## src/rtl/bp_be_fe_queue_buffer_pkg.sv

```systemverilog
// Shared FE-queue definitions: default packet width and depth, plus the packet type.
package bp_be_fe_queue_buffer_pkg;

  localparam int fe_queue_width_gp = 128;
  localparam int fe_queue_els_gp   = 8;

  typedef logic [fe_queue_width_gp-1:0] fe_queue_pkt_t;

endpackage

```

## src/rtl/bp_be_fe_queue_ptr.sv

```systemverilog
// Wrapping pointer register with increment enable and synchronous load.
// Load takes priority over increment.
module bp_be_fe_queue_ptr #(
  parameter int width_p = 4
) (
  input  logic               clk_i,
  input  logic               reset_n_i,
  input  logic               incr_i,
  input  logic               load_i,
  input  logic [width_p-1:0] load_val_i,
  output logic [width_p-1:0] ptr_o
);

  logic [width_p-1:0] ptr_d, ptr_q;

  // NOTE: give every always_comb output a default first so no path leaves it unassigned (no latch).
  always_comb begin
    ptr_d = ptr_q;
    if (load_i) begin
      ptr_d = load_val_i;
    end else if (incr_i) begin
      ptr_d = ptr_q + width_p'(1);
    end
  end

  // NOTE: sequential state uses non-blocking assignments so all flops update from pre-edge values.
  always_ff @(posedge clk_i or negedge reset_n_i) begin
    if (!reset_n_i) begin
      ptr_q <= '0;
    end else begin
      ptr_q <= ptr_d;
    end
  end

  assign ptr_o = ptr_q;

endmodule

```

## src/rtl/bp_be_fe_queue_buffer.sv

```systemverilog
// Speculative FE-queue FIFO: write, read (speculative) and commit pointers over one storage array.
// Optional 0-cycle bypass of an incoming packet when no stored entry is unread: BP_FE_QUEUE_BYPASS_EN.
module bp_be_fe_queue_buffer
  import bp_be_fe_queue_buffer_pkg::*;
#(
  parameter int els_p   = fe_queue_els_gp,
  parameter int width_p = fe_queue_width_gp
) (
  input  logic               clk_i,
  input  logic               reset_n_i,
  input  logic               clr_i,
  input  logic [width_p-1:0] fe_queue_i,
  input  logic               fe_queue_v_i,
  output logic               fe_queue_ready_o,
  output logic [width_p-1:0] fe_queue_o,
  output logic               fe_queue_v_o,
  input  logic               fe_queue_yumi_i,
  input  logic               commit_v_i,
  input  logic               roll_v_i,
  output logic               empty_o,
  output logic               full_o
);

  localparam int ptr_width_lp = $clog2(els_p) + 1;
  localparam int idx_width_lp = ptr_width_lp - 1;
  // Pointers one lap apart differ only in the wrap bit.
  localparam logic [ptr_width_lp-1:0] full_xor_lp = {1'b1, {idx_width_lp{1'b0}}};

  logic [ptr_width_lp-1:0] wptr, rptr, cptr;
  logic [ptr_width_lp-1:0] cptr_next, rptr_load_val;
  logic                    enq, deq, com, roll, rptr_load, stored_v;
  logic [width_p-1:0]      mem_q [els_p];

  always_comb begin
    full_o           = (wptr ^ cptr) == full_xor_lp;
    empty_o          = wptr == cptr;
    fe_queue_ready_o = ~full_o;
    stored_v         = rptr != wptr;
    fe_queue_v_o     = stored_v;
    fe_queue_o       = mem_q[rptr[idx_width_lp-1:0]];
`ifdef BP_FE_QUEUE_BYPASS_EN
    // Bypass is gated by ready so a taken bypass packet is always also written.
    if (!stored_v && !clr_i && !roll_v_i) begin
      fe_queue_v_o = fe_queue_v_i & fe_queue_ready_o;
      fe_queue_o   = fe_queue_i;
    end
`endif
    enq           = fe_queue_v_i & fe_queue_ready_o & ~clr_i;
    deq           = fe_queue_yumi_i & ~roll_v_i & ~clr_i;
    com           = commit_v_i & ~clr_i;
    roll          = roll_v_i & ~clr_i;
    cptr_next     = cptr + {{idx_width_lp{1'b0}}, com};
    rptr_load     = clr_i | roll;
    rptr_load_val = clr_i ? '0 : cptr_next;
  end

  // NOTE: storage is deliberately not reset; the pointers alone define which entries are valid.
  always_ff @(posedge clk_i) begin
    if (enq) begin
      mem_q[wptr[idx_width_lp-1:0]] <= fe_queue_i;
    end
  end

  bp_be_fe_queue_ptr #(.width_p(ptr_width_lp)) u_wptr (
    .clk_i      (clk_i),
    .reset_n_i  (reset_n_i),
    .incr_i     (enq),
    .load_i     (clr_i),
    .load_val_i ({ptr_width_lp{1'b0}}),
    .ptr_o      (wptr)
  );

  bp_be_fe_queue_ptr #(.width_p(ptr_width_lp)) u_rptr (
    .clk_i      (clk_i),
    .reset_n_i  (reset_n_i),
    .incr_i     (deq),
    .load_i     (rptr_load),
    .load_val_i (rptr_load_val),
    .ptr_o      (rptr)
  );

  bp_be_fe_queue_ptr #(.width_p(ptr_width_lp)) u_cptr (
    .clk_i      (clk_i),
    .reset_n_i  (reset_n_i),
    .incr_i     (com),
    .load_i     (clr_i),
    .load_val_i ({ptr_width_lp{1'b0}}),
    .ptr_o      (cptr)
  );

  a_yumi_needs_valid: assert property (@(posedge clk_i) disable iff (!reset_n_i)
    (fe_queue_yumi_i && !clr_i && !roll_v_i) |-> fe_queue_v_o);

  a_commit_needs_dequeued: assert property (@(posedge clk_i) disable iff (!reset_n_i)
    (commit_v_i && !clr_i) |-> (cptr != rptr));

endmodule
```

## config.mk

```make
export PLATFORM = sky130hd
export DESIGN_NAME = bp_be_fe_queue_buffer
export DESIGN_NICKNAME = d
export VERILOG_FILES = /design/src/rtl/bp_be_fe_queue_buffer_pkg.sv /design/src/rtl/bp_be_fe_queue_ptr.sv /design/src/rtl/bp_be_fe_queue_buffer.sv
export SDC_FILE = /design/constraint.sdc
export NUM_CORES = 1
export LEC_CHECK = 0
export CAP_MARGIN = 10
export CORE_MARGIN = 5
export CORE_UTILIZATION = 45
export CTS_BUF_LIST = sky130_fd_sc_hd__clkbuf_4 sky130_fd_sc_hd__clkbuf_8
export DETAILED_ROUTE_END_ITERATION = 10
export PLACE_DENSITY = 0.7
export SYNTH_ARGS = -nofsm -noshare
export SYNTH_HDL_FRONTEND = slang
export SYNTH_SLANG_ARGS = --single-unit
```

## constraint.sdc

```tcl
create_clock -name clk_i -period 32.1 [get_ports clk_i]
set_clock_uncertainty 0.1 [all_clocks]
set_input_delay 3.21 -clock clk_i [delete_from_list [all_inputs] [get_ports clk_i]]
set_output_delay 3.21 -clock clk_i [all_outputs]
set_load 0.02 [all_outputs]
```

==> results.txt <==
run status = complete, no violations
syn_nets = 1723
Die Span X = 306 um
Synth top area share = 0.778
Synth Flop Type = edfxtp_1
Worst Path Max Fanout = 48
gr usage total = 0.171
Sequential Power Share = 0.537
CTS tree = yes
IO buf count = 266
number of hold buffers added after CTS = 0
gpl congestion = 0.706
worst path required time = 28.79 ns
most common cell in the netlist = edfxtp_1
maximum clock rate = 0.110 GHz
Net count, final = 2105
grt met3 use = 0.0476
flops & latches, synth = 1036
Critical Path Start Type = register
internal cell power = 2200 uW
synth unique cells = 33
share of layout cells above drive strength 1 = 0.299
met2 Track Usage GR = 0.284
drt first-iter violations = 1214
proportion of power drawn by combinational gates = 0.089
antenna-violating nets left = 0
Worst-Margin Slew = 1.11 ns
asr flop ratio synth = 0.0116
critical path endpoint category = output pin
Core Rows = 108
core area = 87000 um^2
via count = 17700
post-route clock period utilization = 0.283
CP Cell Sequence = buf_4 -> buf_4 -> buf_4 -> mux4_1 -> mux2_2 -> clkdlybuf4s50_1
Final Power = 2830 uW
total gr overflow = 0
CTS clk-pin slew, worst paths = 0.06 ns
Rel. slew slack = 0.261
Top Usage Layer GRT = met2
sw frac = 0.222
first-pass GRT wire length = 121000 um
clk_lat worst skew = 0.80 ns
Seq/Total Area, Yosys = 0.785
Yosys top cell by area = edfxtp_1
Mean Syn Cell Area = 25.0 um^2
fin crit period = 9.08 ns
min-delay worst type = reg -> reg
Post-CTS Resized = 0
Clk pwr share = 0.374
Syn Inst Count = 1583
met1 GRT Util = 0.224
post-DP HPWL = 41500 um
Hold Vio Cnt, Final = 0
wire per inst = 24.7 um
pwr dens = 60.8 nW/um^2
Residual DRC = 0
Ports = 267
Crit path largest cell delay = 1.02 ns
Die Y = 306 um
Switch Pwr = 628 uW
full die area = 93900 um^2
sum of negative setup slack = 0 ns
Final Max Slew Viols = 0
initial antenna violation count = 10
htree depth = 4
TritonCTS Sinks = 1036
Max VDD drop = 42.8 uV
vias in the first global route = 19300
most used cell, CP = buf_4
Setup-failing EPs final = 0
CTS Buf Count = 165
slowest CP cell = dfrtp_4
Syn Std Cell Area = 39500 um^2
Root Buffer = clkbuf_8
Max-Cap Viols = 0
synth warn = 0
largest net degree at the start of global routing = 129
post-CTS setup buffers = 0
CTS max path bufs = 3
Post-Route WL = 80200 um
Synth top cells by count = 1024 x edfxtp_1, 197 x mux4_2, 130 x mux2_2
Initial Util = 0.454
unrepaired setup endpoints after global routing = no
synth top area cells = edfxtp_1 78%, mux4_2 11%, mux4_1 3.9%
Vias/cell = 5.45
DR pass1 iterations = 8
area delta synth->final = 17.8%
Setup Crit Path Kind = reg -> out
leakage power = 0.0146 uW
EDFF count, synth = 1024
Critical Path AT = 5.77 ns
[worst max-delay path: cells and delay by family, from the launching register on]
| kind | cells | cell delay (ns) |
|---|---|---|
| multiplexers | 2 | 0.91 |
| buffers and inverters | 4 | 2.92 |
| flip-flops | 1 | 1.02 |
[power groups by stage]
| stage | Combinational (uW) | Clock [uW] | Sequential [uW] |
|---|---|---|---|
| after floorplan | 156 | 0 | 1550 |
| after global placement | 252 | 0 | 1550 |
| after detailed placement | 256 | 0 | 1550 |
| after CTS | 258 | 1090 | 1520 |
| after global routing | 269 | 1160 | 1520 |
| final | 252 | 1060 | 1520 |
[through the flow]
stage / setup WS (ns) / utilization / area [um^2] / instances / hold slack (ns)
finish: 23.02 / 0.535 / 46600 / 3252 / 0.519
global route: 22.45 / 0.535 / 46600 / 3248 / 0.549
CTS: 22.72 / 0.535 / 46600 / 3246 / 0.517
detailed placement: 23.69 / 0.499 / 43400 / 2953 / 0.508
global placement: 23.76 / 0.499 / 43400 / 2953 / 0.474
floorplan: 14.46 / - / 39500 / 1583 / 0.450
[final timing paths]
check	startpoint	endpoint	slack (ns)	cells after the start
worst max register to register	u_wptr.ptr_o[2]$_DFFE_PN0P_	mem_q[2][25]$_DFFE_PP_	28.42	8
worst min-delay path	u_wptr.ptr_o[3]$_DFFE_PN0P_	u_wptr.ptr_o[3]$_DFFE_PN0P_	0.52	2
max in group asynchronous	reset_n_i	u_rptr.ptr_o[2]$_DFFE_PN0P_	28.79	1
worst max-delay path	u_rptr.ptr_o[0]$_DFFE_PN0P_	fe_queue_o[87]	23.02	6
worst min register to register	u_wptr.ptr_o[3]$_DFFE_PN0P_	u_wptr.ptr_o[3]$_DFFE_PN0P_	0.52	2
min in group asynchronous	reset_n_i	u_rptr.ptr_o[0]$_DFFE_PN0P_	2.67	1
[metal layers]
metal  wire length [um]  share of wire
met5                 47        0.00059
met4               1540          0.019
met3               5390          0.067
met2              40400           0.50
met1              32800           0.41
[area by class of cell]
type | count | area, um^2
Antenna cell | 6 | 15.0
Clock buffer | 225 | 2750
Clock inverter | 68 | 390
Fill cell | 6597 | 40400
Inverter | 2 | 7.51
Multi-Input combinational cell | 464 | 8010
Sequential cell | 1036 | 31100
Tap cell | 1155 | 1450
Timing Repair Buffer | 296 | 2910
[sequential cells by signal, indices dropped and copies added, names as in the netlist]
signal        flops
mem_q          1024
u_cptr.ptr_o      4
u_rptr.ptr_o      4
u_wptr.ptr_o      4
[cells in the final DEF (no fill, tap or decap), drive strengths merged]
| cell type | count |
|---|---|
| a211oi | 1 |
| a21oi | 2 |
| a311o | 1 |
| a31oi | 1 |
| and3 | 1 |
| buf | 30 |
| bufinv | 1 |
| clkbuf | 225 |
| clkdlybuf4s50 | 266 |
| clkinv | 56 |
| clkinvlp | 3 |
| dfrtp | 12 |
| diode | 6 |
| edfxtp | 1024 |
| ha | 5 |
| inv | 10 |
| mux2 | 130 |
| mux2i | 3 |
| mux4 | 256 |
| nand2 | 10 |
| nand2b | 3 |
| nand3 | 4 |
| nand4 | 3 |
| nor2 | 15 |
| nor2b | 5 |
| nor3 | 3 |
| nor4 | 2 |
| nor4b | 1 |
| o32ai | 1 |
| o41a | 1 |
| or3 | 1 |
| xnor2 | 10 |
| xor2 | 5 |
[cell families (layout without fill, tap and decap cells)]
logic type	Yosys count	after routing	synth area share
compound gates	7	7	0.00136
simple gates	48	48	0.00585
fa+ha+maj	5	5	0.00158
buf+inv	83	591	0.0134
xor+xnor	15	15	0.00332
flops	1036	1036	0.785
mux	389	389	0.189
other cells	0	6	0
(Power assumes the default switching activity.)
